File: src/rtl/arb2_stream.sv
// ---------------------------------------------------------------------------
// arb2_stream
// Two-input valid/ready stream arbiter with a registered output stage.
// Requesters are served in bursts of up to MAXBURST words while the other
// requester waits. A last-served pointer decides who wins when both raise
// valid together from IDLE.
//
// Ports
//   clk    rising-edge clock for all state
//   reset  synchronous, active-high reset
//   d0/v0  requester 0 data / valid;   r0 requester 0 ready
//   d1/v1  requester 1 data / valid;   r1 requester 1 ready
//   y/yv   registered output data / output valid
//   yr     downstream ready
//   s      current mux select (1 while requester 1 holds the grant)
// ---------------------------------------------------------------------------
module arb2_stream #(
    parameter int WIDTH    = 8,
    parameter int MAXBURST = 4
) (
    input  logic             clk,
    input  logic             reset,
    input  logic [WIDTH-1:0] d0,
    input  logic             v0,
    output logic             r0,
    input  logic [WIDTH-1:0] d1,
    input  logic             v1,
    output logic             r1,
    output logic [WIDTH-1:0] y,
    output logic             yv,
    input  logic             yr,
    output logic             s
);

    typedef enum logic [1:0] {
        IDLE   = 2'd0,
        GRANT0 = 2'd1,
        GRANT1 = 2'd2
    } state_t;

    localparam logic [3:0] MB = 4'(MAXBURST);

    state_t     state, state_next;
    logic       lp, lp_next;
    logic [3:0] cnt, cnt_d, burst;
    logic       out_free;
    logic       t0, t1;
    logic       cur, vn, vo, tn;

    // The output register can take a new word when it is empty or being
    // drained this cycle. Ready depends only on state, yv and yr so there is
    // no combinational path from a requester's valid to its own ready.
    always_comb begin
        out_free = !yv || yr;
        r0       = (state == GRANT0) && out_free;
        r1       = (state == GRANT1) && out_free;
        s        = (state == GRANT1);
        t0       = v0 && r0;
        t1       = v1 && r1;
    end

    // Next-state logic. The two grant states are symmetric, so they share one
    // branch expressed in terms of "own" (n) and "other" (o) requester.
    always_comb begin
        state_next = state;
        lp_next    = lp;
        cnt_d      = cnt;
        cur        = (state == GRANT1);
        vn         = cur ? v1 : v0;
        vo         = cur ? v0 : v1;
        tn         = cur ? t1 : t0;
        burst      = (tn && (cnt != MB)) ? cnt + 4'd1 : cnt;

        case (state)
            IDLE: begin
                if (v0 && v1) begin
                    state_next = lp ? GRANT0 : GRANT1;
                    lp_next    = !lp;
                    cnt_d      = 4'd0;
                end else if (v0) begin
                    state_next = GRANT0;
                    lp_next    = 1'b0;
                    cnt_d      = 4'd0;
                end else if (v1) begin
                    state_next = GRANT1;
                    lp_next    = 1'b1;
                    cnt_d      = 4'd0;
                end
            end
            GRANT0, GRANT1: begin
                if (vo && (!vn || (burst == MB))) begin
                    state_next = cur ? GRANT0 : GRANT1;
                    lp_next    = !cur;
                    cnt_d      = 4'd0;
                end else if (!vn && !vo) begin
                    state_next = IDLE;
                    cnt_d      = burst;
                end else begin
                    cnt_d      = burst;
                end
            end
            default: begin
                state_next = IDLE;
            end
        endcase
    end

    // Control state register. lp resets to 1 so requester 0 wins the first
    // simultaneous request.
    always_ff @(posedge clk) begin
        if (reset) begin
            state <= IDLE;
            lp    <= 1'b1;
            cnt   <= 4'd0;
        end else begin
            state <= state_next;
            lp    <= lp_next;
            cnt   <= cnt_d;
        end
    end

    // Output register. A port transfer always loads a fresh word, even when
    // the previous one is leaving on the same edge; yv only drops when the
    // word drains with nothing behind it. Reset discards any held word.
    always_ff @(posedge clk) begin
        if (reset) begin
            y  <= '0;
            yv <= 1'b0;
        end else if (t0 || t1) begin
            y  <= t1 ? d1 : d0;
            yv <= 1'b1;
        end else if (yv && yr) begin
            yv <= 1'b0;
        end
    end

endmodule

File: config.mk
export PLATFORM = sky130hd
export DESIGN_NAME = arb2_stream
export DESIGN_NICKNAME = d
export VERILOG_FILES = /design/src/rtl/arb2_stream.sv
export SDC_FILE = /design/constraint.sdc
export NUM_CORES = 1
export LEC_CHECK = 0
export ABC_AREA = 1
export CORE_UTILIZATION = 39
export CTS_CLUSTER_SIZE = 16
export DETAILED_ROUTE_END_ITERATION = 6
export PLACE_DENSITY = 0.68
export RECOVER_POWER = 100
export SLEW_MARGIN = 20
export SYNTH_ARGS = -nofsm -noshare
export SYNTH_HDL_FRONTEND = slang
export SYNTH_SLANG_ARGS = --single-unit
File: constraint.sdc
create_clock -name clk -period 4.47 [get_ports clk]
set_input_delay 0.447 -clock clk [delete_from_list [all_inputs] [get_ports clk]]
set_output_delay 0.447 -clock clk [all_outputs]
set_load 0.01 [all_outputs]
Word-level counts from Yosys, hierarchy flattened
Cells that the tools add are included.

cells by class
  add/subtract/negate cells = 1
  equality and inequality tests = 7
  multiplexer cells = 25
  reduce and logical (&&, ||, !) cells = 24

operator list
  operator               number
  $mux W4                5
  $mux W2                7
  $logic_and A1 B1 Y1    9
  $mux W1                9
  $mux W8                1
  $pmux W4 S2            1
  $logic_not A1 Y1       5
  $add A4 B1 Y4 const B  1
  $eq A4 B3 Y1 const B   1
  $ne A4 B3 Y1 const B   1
  $ne A4 B4 Y1 const B   1
  $pmux W2 S2            1
  $reduce_and A2 Y1      2
  $reduce_bool A2 Y1     2
  $logic_or A1 B1 Y1     3
  $ne A3 B3 Y1 const B   1
  $reduce_and A3 Y1      1
  $eq A2 B1 Y1 const B   1
  $eq A2 B2 Y1 const B   1
  $logic_not A2 Y1       1
  $ne A2 B2 Y1 const B   1
  $pmux W1 S2            1
  $reduce_or A2 Y1       1

storage, ports and cells
  register bits = 16
  word-level logic and storage cells = 62

Depth between registers and ports, before layout
Gate-level depths: netlist (run 1).

  depth after elaboration = 12
  depth in mapped cells = 16
  mapped depth without buffers = 16

Worst setup path before layout (run 1)
Ideal clock, no wire load.

  path kind = register to register
  start = register state[0]
  end = register state[0]
  setup time = 137 ps
  arrival = 1708 ps
  data required time = 4333 ps
  setup slack = 2626 ps
  cell stages (with the launch flop) = 17
  path buffers = 0
  clock period less this slack = 1844 ps
  cells stage by stage = dfxtp_1 -> inv_1 -> ha_1 -> inv_2 -> nand4_2 -> nand2_4 -> nand2_4 -> nand2_1 -> nand2_1 -> nor2_1 -> nand2_1 -> nand2_2 -> nand2_4 -> nand2_2 -> nand2_1 -> nand2_1 -> a21oi_1

between the ends
  word-level cells in the longest chain between the ends = 11
  elaborated cells between the ends (all ways) = 25
  those cells by class = eq/ne: 5; mux: 7; reduce/logical: 13

RTL lines
  element                                           RTL line  text
  from (decl)                                       43        state_t state, state_next;
  from (signal assigned)                            116       state <= state_next;
  $eq A2 B2 Y1 *                                    -
  net s                                             32        output logic s
  $logic_and A1 B1 Y1                               56        r1 = (state == GRANT1) && out_free;
  $logic_and A1 B1 Y1                               59        t1 = v1 && r1;
  $mux W1                                           71        tn = cur ? t1 : t0;
  $logic_and A1 B1 Y1                               72        burst = (tn && (cnt != MB)) ? cnt + 4'd1 : cnt;
  $mux W4                                           72
  $eq A4 B3 Y1                                      91        if (vo && (!vn || (burst == MB))) begin
  $logic_or A1 B1 Y1                                91
  $logic_and A1 B1 Y1                               91
  $mux W2 or $ne A3 B3 Y1 (tied branches)           -
  $pmux W2 S2 or $reduce_and A2 Y1 (tied branches)  -

Mark *: on every way through the listed nets, which the timed path passes. The rest lies on a longest branch.
A chain may end at the register's enable or synchronous reset.

Worst setup path in the final report (run 1)
  start = input yr
  end = output r0

between the ends
  word-level cells in the longest chain between the ends = 2

RTL lines
  element              RTL line  text
  from (decl)          31        input logic yr,
  $logic_or A1 B1 Y1   54        out_free = !yv || yr;
  $logic_and A1 B1 Y1  55        r0 = (state == GRANT0) && out_free;
  to (decl)            25        output logic r0,

No other way between the ends.

==> out/metrics.json, run 1 <==
{
  "run_status": {
    "run_status": "finished clean"
  },
  "cts": {
    "post_cts.repair.setup_buffers": 0,
    "cts_tree": "done",
    "clock_tree_sinks": 16,
    "clock-root-buffer": "sky130_fd_sc_hd__clkbuf_4",
    "cts-root-to-sink-buffers": 2,
    "worstSkewPairLatency_ns": 0.28,
    "cts_inserted_buffers": 3,
    "cts.repair.resized": 0,
    "worst_setup_hold_path_clk_slew_ns": 0.09,
    "cts-hold-fix-buffers": 0,
    "cts_max_level": 1
  },
  "timing": {
    "period_needed_ns": 2.57,
    "slew_viol_final": 0,
    "setup_violations": 0,
    "setup_tns_ns": 0,
    "final.period_utilization_pct": 57.4,
    "max-slew-margin-rel_pct": 54.6,
    "worst-slew-pin-transition_ns": 0.679,
    "timing_hold_violations_final": 0,
    "upper_clock_frequency_limit_mhz": 390,
    "rsz_0062_raised_after_global_routing": "no",
    "post-route-worst-setup-slack_ns": 1.90,
    "clock_skew_ns": 0.00215
  },
  "worst_setup_path": {
    "cp_slowest_cell": "sky130_fd_sc_hd__dlygate4sd3_1",
    "worst_setup_path_startpoint": "yr",
    "crit_fanout": 5,
    "worstPathArrival_ns": 2.12,
    "setup.worst_path.start_class": "input port",
    "cp-end-kind": "primary output",
    "critical_path.max_stage_delay_ns": 0.65,
    "critical_path_required_ns": 4.02,
    "path_class": "in2out",
    "timing.critical_path.max_delay_family": "buffers and inverters",
    "cell_chain_of_the_critical_path": "dlygate4sd3_1, clkinv_1, nand2_1, inv_1, nor2_1, dlygate4sd3_1",
    "critical-path-top-cell-by-count": "sky130_fd_sc_hd__dlygate4sd3_1",
    "worst-path-buf-inv": 4,
    "regToRegStartpoint": "state[0]$_SDFFE_PP0P_"
  },
  "routing": {
    "detail_route.iter0.violations": 12,
    "viasPerCell": 4.98,
    "detailed_route_drc_error_count": 0,
    "vias": 1080,
    "drt_first_pass_iters": 4,
    "final_antenna_net_count": 0,
    "wl_per_cell_microns": 11.7,
    "drt_wl_total_mm": 2.53
  },
  "die": {
    "floorplan.rows": 18,
    "start_util_pct": 42.0,
    "die_area_sq_mm": 0.00293,
    "placeableCoreArea_sq_mm": 0.00252,
    "die_width_microns": 54.1,
    "boundaryPins": 33,
    "floorplan.die.height_microns": 54.1
  },
  "job": {
    "max_cap_violations": 0
  },
  "synthesis": {
    "post_synth_inst_count": 155,
    "post_synth_main_area_contributors": "sky130_fd_sc_hd__dfxtp_1 30%, sky130_fd_sc_hd__nand2_1 16%, sky130_fd_sc_hd__ha_1 7.1%",
    "sequential_to_total_area_share_from_yosys_stat_pct": 30.2,
    "netlist.area_leader.share_pct": 30.2,
    "synthesis.nets": 182,
    "yosys_warnings": 0,
    "yosys.area.top_type": "sky130_fd_sc_hd__dfxtp_1",
    "synthesis.area_sq_mm": 0.00106,
    "postSynthRegisterBits": 16,
    "synth_cell_type_count": 25,
    "syn-mean-instance-area_sq_um": 6.84
  },
  "global_route": {
    "antenna_found_initial": 0,
    "grt_pass1_vias": 978,
    "pin_count_of_the_biggest_net_entering_global_routing": 16,
    "global_route_wire_length_before_repair_mm": 4.01,
    "gr-total-overflow": 0,
    "grtUsageTotal_pct": 18.9
  },
  "layout": {
    "num-nets-final": 216,
    "post_route_cells_drive_above_1_share_pct": 7.49,
    "mostFrequentLayoutCell": "sky130_fd_sc_hd__nand2_1",
    "utilization_pct": 55.6,
    "syn2layout_area_growth_pct": 32.2,
    "fill_cells": 254,
    "insertedDiodeCount": 0,
    "finish.cell_count_without_fillers": 217,
    "mostFrequentLayoutCells": "48 x sky130_fd_sc_hd__nand2_1, 19 x sky130_fd_sc_hd__inv_1, 19 x sky130_fd_sc_hd__clkdlybuf4s50_1"
  },
  "power": {
    "power_density_relative_to_cell_area_mw_per_mm2": 415,
    "static-leakage-power_nw": 0.638,
    "irDropWorstVdd_v": 0.000270
  },
  "placement": {
    "hpwl_mm": 2.03,
    "place.port_buffers": 32,
    "placement.setup.worst_slack_ns": 2.01,
    "gp_congestion": 0.852,
    "placed_cells_incl_taps": 214
  },
  "worst_hold_path": {
    "holdCritStartpoint": "y[4]$_SDFFE_PP0P_",
    "hp-class": "reg2reg"
  }
}
cells in the mapped netlist:
cell type and n:
sky130_fd_sc_hd__nand2_1 44, sky130_fd_sc_hd__inv_1 17, sky130_fd_sc_hd__dfxtp_1 16, sky130_fd_sc_hd__nor2_1 11
sky130_fd_sc_hd__nand3_1 10, sky130_fd_sc_hd__a21oi_1 7, sky130_fd_sc_hd__ha_1 6, sky130_fd_sc_hd__o21ai_1 6
sky130_fd_sc_hd__o21a_1 5, sky130_fd_sc_hd__a21oi_2 4, sky130_fd_sc_hd__inv_2 4, sky130_fd_sc_hd__nand2_4 4
sky130_fd_sc_hd__a31oi_1 3, sky130_fd_sc_hd__nand4_1 3, sky130_fd_sc_hd__buf_2 2, sky130_fd_sc_hd__nand2_2 2
sky130_fd_sc_hd__nand3_2 2, sky130_fd_sc_hd__o21ai_0 2, sky130_fd_sc_hd__clkbuf_1 1, sky130_fd_sc_hd__clkinv_1 1
sky130_fd_sc_hd__nand4_2 1, sky130_fd_sc_hd__nor2_4 1, sky130_fd_sc_hd__o211ai_1 1, sky130_fd_sc_hd__xnor2_1 1
sky130_fd_sc_hd__xor2_1 1
state kept, by name (all words and copies together) (netlist names):
register	count
cnt	4
lp	1
state	2
y	8
yv	1
logic make-up (layout without fill, tap and decap cells):
family                     Yosys count  in the layout  share of synthesized area, %
AOI/OAI and AO/OA                   28             28                          16.4
xor gates and xnor gates             2              2                          1.65
adders and majority gates            6              6                          7.08
buffers and inverters               25             57                          9.09
DFF                                 16             16                          30.2
and+or+nand+nor                     78             78                          35.5
power by group:
part           switching, W  internal (W)  leakage, nW
combinational      0.000189      0.000130        0.494
clock             0.0000441     0.0000313       0.0138
sequential        0.0000166      0.000170        0.130
total              0.000250      0.000331        0.638
per-layer routing:
metal  track usage [%]  share of wire (%)
met5                 0                  0
met4              3.85               0.75
met3              5.93                3.3
met2              32.1                 49
met1              23.2                 47
cell type report:
cell class	instances	area [sq um]	area share, %
inverters	22	82.6	5.89
well taps	30	37.5	2.68
multi-input cells	114	618	44.1
clock buffers	3	22.5	1.61
repair buffers	32	320	22.9
flip-flops and latches	16	320	22.9
path summary, 6_finish.rpt:
| kind | endpoint | slack (ns) | depth (start not counted) |
|---|---|---|---|
| setup / recovery | r0 | 1.90 | 6 |
| hold / removal | y[4]$_SDFFE_PP0P_ | 0.47 | 2 |
| setup reg to reg | lp$_SDFFE_PP1P_ | 2.01 | 15 |
| hold reg to reg | y[4]$_SDFFE_PP0P_ | 0.47 | 2 |
metrics by stage:
step | cell area [sq um] | total power (W) | hold slack (ns)
2_1_floorplan | 1060 | 0.000423 | 0.437
3_3_place_gp | 1400 | 0.000529 | 0.451
3_5_place_dp | 1400 | 0.000535 | 0.459
4_1_cts | 1430 | 0.000611 | 0.473
5_1_grt | 1400 | 0.000636 | 0.490
6_report | 1400 | 0.000581 | 0.468
worst reg2reg max path, delay by kind of cell, from the launching register on:
kind,cells,cell delay (ns)
buffers and inverters,1,0.09
DFF,1,0.35
adders and majority gates,1,0.30
and+or+nand+nor,13,1.62
Power figures use the tool's default switching activity.
==> run 2: changes to the inputs <==
PLACE_DENSITY = 0.71   (was 0.68)
clock period = 2.2 ns   (was 4.47 ns; I/O delays follow)
==> out/metrics.json, run 2 (synthesized netlist as in run 1, its figures left out) <==
{
  "power": {
    "static-leakage-power": {"value": 0.663, "unit": "nW", "change": "+4.1%"},
    "irDropWorstVdd": {"value": 0.000594, "unit": "V", "change": "+120%"},
    "design_power_total": {"value": 0.00127, "unit": "W", "change": "+120%"},
    "power_density_relative_to_cell_area": {"value": 868, "unit": "mW/mm^2", "change": "+110%"}
  },
  "layout": {
    "post_route_cells_drive_above_1_share": {"value": 13.0, "unit": "%", "change": "+5.5 points"},
    "stdcell_area": {"value": 0.00146, "unit": "sq mm", "change": "+4.4%"},
    "mostFrequentLayoutCell": "sky130_fd_sc_hd__nand2_1",
    "syn2layout_area_growth_pct": 38.0,
    "insertedDiodeCount": {"value": 0, "change": "unchanged"},
    "fill_cells": {"value": 244, "change": "-3.9%"},
    "mostFrequentLayoutCells": "45 x sky130_fd_sc_hd__nand2_1, 20 x sky130_fd_sc_hd__clkdlybuf4s50_1, 17 x sky130_fd_sc_hd__inv_1",
    "num-nets-final": {"value": 220, "change": "+1.9%"},
    "register_area": {"value": 322, "unit": "sq um", "change": "+0.39%"},
    "biggestRegsByFlops": "y: 8 flops, cnt: 4 flops, state: 2 flops",
    "regMostFlops": "y",
    "largest_register_ff_count": {"value": 8, "change": "unchanged"},
    "multiInputGateArea": {"value": 638, "unit": "sq um", "change": "+3.2%"}
  },
  "global_route": {
    "gr-total-overflow": {"value": 0, "change": "unchanged"},
    "grtUsageTotal": {"value": 18.7, "unit": "%", "change": "-0.22 points"},
    "grt_pass1_vias": {"value": 992, "change": "+1.4%"},
    "antenna_found_initial": {"value": 0, "change": "unchanged"},
    "pin_count_of_the_biggest_net_entering_global_routing": {"value": 11, "change": "-5"},
    "global_route_wire_length_before_repair": {"value": 3.96, "unit": "mm", "change": "-1.2%"}
  },
  "die": {
    "placeableCoreArea": {"value": 0.00252, "unit": "sq mm", "change": "unchanged"},
    "boundaryPins": {"value": 33, "change": "unchanged"},
    "die_area": {"value": 0.00293, "unit": "sq mm", "change": "unchanged"},
    "floorplan.rows": {"value": 18, "change": "unchanged"},
    "start_util": {"value": 42.0, "unit": "%", "change": "unchanged"},
    "floorplan.die.height": {"value": 54.1, "unit": "microns", "change": "unchanged"},
    "die_width": {"value": 54.1, "unit": "microns", "change": "unchanged"}
  },
  "timing": {
    "max-slew-margin-rel": {"value": 69.9, "unit": "%", "change": "+15 points"},
    "timing_hold_violations_final": {"value": 0, "change": "unchanged"},
    "worst-slew-pin-transition": {"value": 0.451, "unit": "ns", "change": "-0.228 ns"},
    "period_needed_ns": 1.99,
    "setup_tns": {"value": 0, "unit": "ns", "change": "unchanged"},
    "slew_viol_final": {"value": 0, "change": "unchanged"},
    "rsz_0062_raised_after_global_routing": "no",
    "clock_skew": {"value": 0.00420, "unit": "ns", "change": "+0.00205 ns"},
    "final.period_utilization_pct": 90.6,
    "setup_violations": {"value": 0, "change": "unchanged"},
    "hold-worst-slack": {"value": 0.466, "unit": "ns", "change": "-0.00207 ns"},
    "upper_clock_frequency_limit_mhz": 502
  },
  "placement": {
    "hpwl": {"value": 2.07, "unit": "mm", "change": "+1.6%"},
    "place.port_buffers": {"value": 32, "change": "unchanged"},
    "place_area": {"value": 0.00143, "unit": "sq mm", "change": "+2.1%"},
    "gp_congestion": {"value": 0.924, "change": "+8.4%"}
  },
  "routing": {
    "viasPerCell": {"value": 4.99, "change": "+0.19%"},
    "vias": {"value": 1107, "change": "+2.5%"},
    "drt_first_pass_iters": {"value": 4, "change": "unchanged"},
    "final_antenna_net_count": {"value": 0, "change": "unchanged"},
    "drt_wl_total": {"value": 2.53, "unit": "mm", "change": "+0.12%"},
    "wl_per_cell": {"value": 11.4, "unit": "microns", "change": "-2.1%"},
    "detailed_route_drc_error_count": {"value": 0, "change": "unchanged"},
    "detail_route.iter0.violations": {"value": 19, "change": "+7"}
  },
  "cts": {
    "cts-root-to-sink-buffers": {"value": 2, "change": "unchanged"},
    "cts_tree": "done",
    "cts_max_level": {"value": 1, "change": "unchanged"},
    "clock-root-buffer": "sky130_fd_sc_hd__clkbuf_4",
    "clock_tree_sinks": {"value": 16, "change": "unchanged"},
    "worst_setup_hold_path_clk_slew": {"value": 0.10, "unit": "ns", "change": "about the same"},
    "cts_inserted_buffers": {"value": 3, "change": "unchanged"},
    "worstSkewPairLatency": {"value": 0.29, "unit": "ns", "change": "about the same"},
    "cts-hold-fix-buffers": {"value": 0, "change": "unchanged"}
  },
  "worst_setup_path": {
    "worstPathArrival": {"value": 1.77, "unit": "ns", "change": "-0.35 ns"},
    "critical_path.max_stage_delay": {"value": 0.62, "unit": "ns", "change": "-0.03 ns"},
    "path_class": "reg2out",
    "cp-end-kind": "primary output",
    "cp_slowest_cell": "sky130_fd_sc_hd__dlygate4sd3_1",
    "crit_fanout": {"value": 7, "change": "+2"},
    "setup.reg_to_reg.worst_slack": {"value": 0.24, "unit": "ns", "change": "-1.77 ns"},
    "critical_path_required": {"value": 1.98, "unit": "ns", "change": "-2.04 ns"},
    "cell_chain_of_the_critical_path": "inv_1, ha_2, inv_2, nor2_1, dlygate4sd3_1",
    "setup.worst_path.start_class": "register"
  },
  "job": {
    "max_cap_violations": {"value": 0, "change": "unchanged"}
  },
  "worst_hold_path": {
    "hp-class": "reg2reg"
  },
  "run_status": {
    "run_status": "finished clean"
  }
}
run 2: where the power goes:
group | internal [W] | switching (W)
Combinational | 0.000292 | 0.000403
Clock | 0.000101 | 0.0000939
Sequential | 0.000346 | 0.0000346
run 2: worst paths after layout:
path                            end                   from  cells after the start
setup / recovery                 r1  state[0]$_SDFFE_PP0P_                      5
hold / removal    y[4]$_SDFFE_PP0P_      y[4]$_SDFFE_PP0P_                      2
setup reg to reg  y[5]$_SDFFE_PP0P_  state[0]$_SDFFE_PP0P_                      8
hold reg to reg   y[4]$_SDFFE_PP0P_      y[4]$_SDFFE_PP0P_                      2
run 2: critical path, delay by kind of cell (launching register included):
kind                       cells  cell delay (ns)
and+or+nand+nor                1             0.13
adders and majority gates      1             0.26
DFF                            1             0.35
buffers and inverters          3             0.76
run 2: repair_timing:
action / in CTS / in global routing
buffers inserted: 0 / 0
resized for setup: 0 / 2
setup endpoints to repair: 0 / 7
run 2: layer usage:
metal / vias to the layer above / part of all wire, % / track usage, %
li1: 577 / - / -
met1: 491 / 45 / 22.4
met2: 37 / 49 / 31.1
met3: 2 / 6.0 / 6.21
met4: 0 / 0.28 / 5.98
met5: - / 0 / 0
run 2: through the flow:
stage	utilization [%]	setup slack, ns	std cells
after CTS	58.3	0.129	222
after global routing	58.0	0.0353	222
after detailed placement	56.8	0.124	218
final	58.0	0.207	222
after floorplan	-	0.356	155
after global placement	56.8	0.202	218
run 2: final cells by class:
cell class                 instances  share of cell area [%]
clock buffer                       4                    2.48
timing repair buffer              36                    23.7
multi-input combinational        114                    43.6
sequential                        16                    22.0
tap                               30                    2.57
inverter                          22                    5.65
==> run 3: changes to the inputs <==
clock period = 1.65 ns   (was 2.2 ns; I/O delays follow)
==> out/metrics.json, run 3 (synthesized netlist as in run 1, its figures left out) <==
{
  "run_status": {
    "run_status": "finished, violations left",
    "violations_in_the_final_reports": "negative setup slack"
  },
  "worst_setup_path": {
    "setup.reg_to_reg.worst_slack": {"value": -0.19, "unit": "ns", "change": "-0.43 ns"},
    "crit_fanout": {"value": 5, "change": "-2"},
    "worst-path-buf-inv": {"value": 2, "change": "-1"},
    "worstPathArrival": {"value": 2.06, "unit": "ns", "change": "+0.29 ns"},
    "critical-path-top-cell-by-count": "sky130_fd_sc_hd__nand2_2",
    "timing.critical_path.max_delay_family": "simple AND/OR/NAND/NOR gates",
    "cp-end-kind": "register",
    "critical_path_required": {"value": 1.87, "unit": "ns", "change": "-0.11 ns"},
    "worst_reg2reg_endpoint": "state[1]$_SDFFE_PP0P_",
    "setup.worst_path.start_class": "register",
    "critical_path.max_stage_delay": {"value": 0.39, "unit": "ns", "change": "-0.23 ns"},
    "regToRegStartpoint": "state[0]$_SDFFE_PP0P_",
    "cell_chain_of_the_critical_path": "inv_4, ha_4, inv_4, nand4_4, nand2_4, nand2_4, nand2_2, nand2_2, nor2_1, nand2_1, nand2_2, nand3_2, nand2_2, nand3_2, a21oi_2",
    "cp_slowest_cell": "sky130_fd_sc_hd__dfxtp_4",
    "ff2ff_path_depth": {"value": 15, "change": "+7"},
    "path_class": "reg2reg"
  },
  "routing": {
    "vias": {"value": 1232, "change": "+11%"},
    "detail_route.iter0.violations": {"value": 10, "change": "-9"},
    "final_antenna_net_count": {"value": 0, "change": "unchanged"},
    "drt_wl_total": {"value": 3.27, "unit": "mm", "change": "+29%"},
    "wl_per_cell": {"value": 13.2, "unit": "microns", "change": "+16%"},
    "drt_first_pass_iters": {"value": 4, "change": "unchanged"},
    "viasPerCell": {"value": 4.99, "change": "about the same"},
    "detailed_route_drc_error_count": {"value": 0, "change": "unchanged"}
  },
  "timing": {
    "setup_violations": {"value": 7, "change": "+7"},
    "rsz_0062_raised_after_global_routing": "yes",
    "max-slew-margin-rel": {"value": 70.4, "unit": "%", "change": "+0.46 points"},
    "worst-slew-pin-transition": {"value": 0.441, "unit": "ns", "change": "-0.00991 ns"},
    "final.period_utilization_pct": 112,
    "hold-worst-slack": {"value": 0.447, "unit": "ns", "change": "-0.0189 ns"},
    "post-route-worst-setup-slack": {"value": -0.195, "unit": "ns", "change": "-0.402 ns"},
    "timing_hold_violations_final": {"value": 0, "change": "unchanged"},
    "upper_clock_frequency_limit_mhz": 542,
    "period_needed_ns": 1.84,
    "clock_skew": {"value": 0.000557, "unit": "ns", "change": "-0.00364 ns"},
    "slew_viol_final": {"value": 0, "change": "unchanged"},
    "setup_tns": {"value": -1.21, "unit": "ns", "change": "-1.21 ns"}
  },
  "worst_hold_path": {
    "hold_depth": {"value": 3, "change": "+1"},
    "worstHoldEndpoint": "y[6]$_SDFFE_PP0P_",
    "holdCritStartpoint": "d1[6]",
    "hp-class": "in2reg"
  },
  "cts": {
    "clock-root-buffer": "sky130_fd_sc_hd__clkbuf_4",
    "worstSkewPairLatency": {"value": 0.29, "unit": "ns", "change": "about the same"},
    "cts_tree": "done",
    "cts-root-to-sink-buffers": {"value": 2, "change": "unchanged"},
    "worst_setup_hold_path_clk_slew": {"value": 0.11, "unit": "ns", "change": "about the same"},
    "clock_tree_sinks": {"value": 16, "change": "unchanged"},
    "cts_max_level": {"value": 1, "change": "unchanged"},
    "cts_inserted_buffers": {"value": 3, "change": "unchanged"}
  },
  "die": {
    "start_util": {"value": 42.0, "unit": "%", "change": "unchanged"},
    "floorplan.rows": {"value": 18, "change": "unchanged"},
    "floorplan.die.height": {"value": 54.1, "unit": "microns", "change": "unchanged"},
    "boundaryPins": {"value": 33, "change": "unchanged"},
    "placeableCoreArea": {"value": 0.00252, "unit": "sq mm", "change": "unchanged"},
    "die_area": {"value": 0.00293, "unit": "sq mm", "change": "unchanged"},
    "die_width": {"value": 54.1, "unit": "microns", "change": "unchanged"}
  },
  "layout": {
    "post_route_cells_drive_above_1_share": {"value": 33.6, "unit": "%", "change": "+21 points"},
    "num-nets-final": {"value": 245, "change": "+11%"},
    "regMostFlops": "y",
    "insertedDiodeCount": {"value": 0, "change": "unchanged"},
    "mostFrequentLayoutCells": "35 x sky130_fd_sc_hd__nand2_1, 29 x sky130_fd_sc_hd__buf_4, 21 x sky130_fd_sc_hd__clkdlybuf4s50_1",
    "biggestRegsByFlops": "y: 8 flops, cnt: 4 flops, state: 2 flops",
    "syn2layout_area_growth_pct": 66.6,
    "mostFrequentLayoutCell": "sky130_fd_sc_hd__nand2_1",
    "largest_register_ff_count": {"value": 8, "change": "unchanged"}
  },
  "power": {
    "design_power_total": {"value": 0.00212, "unit": "W", "change": "+67%"},
    "irDropWorstVdd": {"value": 0.000877, "unit": "V", "change": "+48%"},
    "power_density_relative_to_cell_area": {"value": 1200, "unit": "mW/mm^2", "change": "+39%"},
    "static-leakage-power": {"value": 0.824, "unit": "nW", "change": "+24%"}
  },
  "placement": {
    "hpwl": {"value": 2.27, "unit": "mm", "change": "+9.8%"},
    "place.port_buffers": {"value": 32, "change": "unchanged"},
    "gp_congestion": {"value": 0.937, "change": "+1.5%"}
  },
  "job": {
    "max_cap_violations": {"value": 0, "change": "unchanged"}
  },
  "global_route": {
    "grtUsageTotal": {"value": 21.4, "unit": "%", "change": "+2.7 points"},
    "antenna_found_initial": {"value": 0, "change": "unchanged"},
    "global_route_wire_length_before_repair": {"value": 4.64, "unit": "mm", "change": "+17%"},
    "gr-total-overflow": {"value": 0, "change": "unchanged"},
    "pin_count_of_the_biggest_net_entering_global_routing": {"value": 11, "change": "unchanged"},
    "grt_pass1_vias": {"value": 1106, "change": "+11%"}
  }
}
## run 3: cell count changes in the layout (fill, tap and decap cells not counted), moves of 2 or more
cell and delta:
sky130_fd_sc_hd__nand2_4 +2, sky130_fd_sc_hd__dlygate4sd3_1 -4, sky130_fd_sc_hd__buf_4 +26, sky130_fd_sc_hd__nand2_2 +8, sky130_fd_sc_hd__a21oi_1 -2, sky130_fd_sc_hd__nand2_1 -10
sky130_fd_sc_hd__dfxtp_1 -2, sky130_fd_sc_hd__nand3_2 +5, sky130_fd_sc_hd__nand3_1 -5, sky130_fd_sc_hd__a21oi_2 +2, sky130_fd_sc_hd__ha_4 +2, sky130_fd_sc_hd__inv_4 +2
sky130_fd_sc_hd__dlygate4sd2_1 +2
## run 3: how the worst max path moves through the flow
stage                                startpoint                     to  slack (ns)  cells past startpoint
after floorplan           state[0]$_SDFFE_PP0P_  state[0]$_SDFFE_PP0P_      -0.009                     16
after global placement                       yr  state[0]$_SDFFE_PP0P_       -0.31                     16
after detailed placement                     yr  state[1]$_SDFFE_PP0P_       -0.37                     16
after CTS                 state[0]$_SDFFE_PP0P_        lp$_SDFFE_PP1P_       -0.09                     16
after global routing      state[0]$_SDFFE_PP0P_  state[0]$_SDFFE_PP0P_       -0.35                     16
final                     state[0]$_SDFFE_PP0P_  state[1]$_SDFFE_PP0P_       -0.19                     15
## run 3: tightest hold or removal path, stage by stage
cell and delay [ns]:
sky130_fd_sc_hd__clkdlybuf4s50_1 0.39, sky130_fd_sc_hd__nand2_1 0.06, sky130_fd_sc_hd__a31oi_1 0.07
## run 3: cell type report
type	count	area, sq um
Clock buffer	4	36.3
Fill cell	217	757
Inverter	22	87.6
Multi-Input combinational cell	114	739
Sequential cell	16	327
Tap cell	30	37.5
Timing Repair Buffer	61	538
## run 3: what timing repair did
action                                  CTS  global route
gates cloned                              0             0
pin swaps                                 7            10
setup buffers                             4             1
endpoints found under the setup margin   13            16
hold buffers                              0             0
gates resized for setup                  13            15
## run 3: stage by stage
step / worst slack, ns / instance area, sq um / utilization, % / instances
after floorplan: -0.00942 / 1080 / - / 155
after global placement: -0.310 / 1610 / 63.7 / 238
after detailed placement: -0.370 / 1610 / 63.7 / 238
after CTS: -0.0936 / 1710 / 67.6 / 246
after global routing: -0.353 / 1770 / 70.0 / 247
final: -0.195 / 1770 / 70.0 / 247
## run 3: layer usage
| metal | GRT usage, % | part of all wire, % |
|---|---|---|
| met5 | 0 | 0 |
| met4 | 3.85 | 1.9 |
| met3 | 2.54 | 2.8 |
| met2 | 39.6 | 54 |
| met1 | 26.1 | 41 |
## run 3: power breakdown
| group | internal, W | total, W | leakage (nW) | switching, W |
|---|---|---|---|---|
| clock | 0.000134 | 0.000273 | 0.0210 | 0.000139 |
| combinational | 0.000624 | 0.00133 | 0.672 | 0.000707 |
| sequential | 0.000466 | 0.000520 | 0.132 | 0.0000538 |
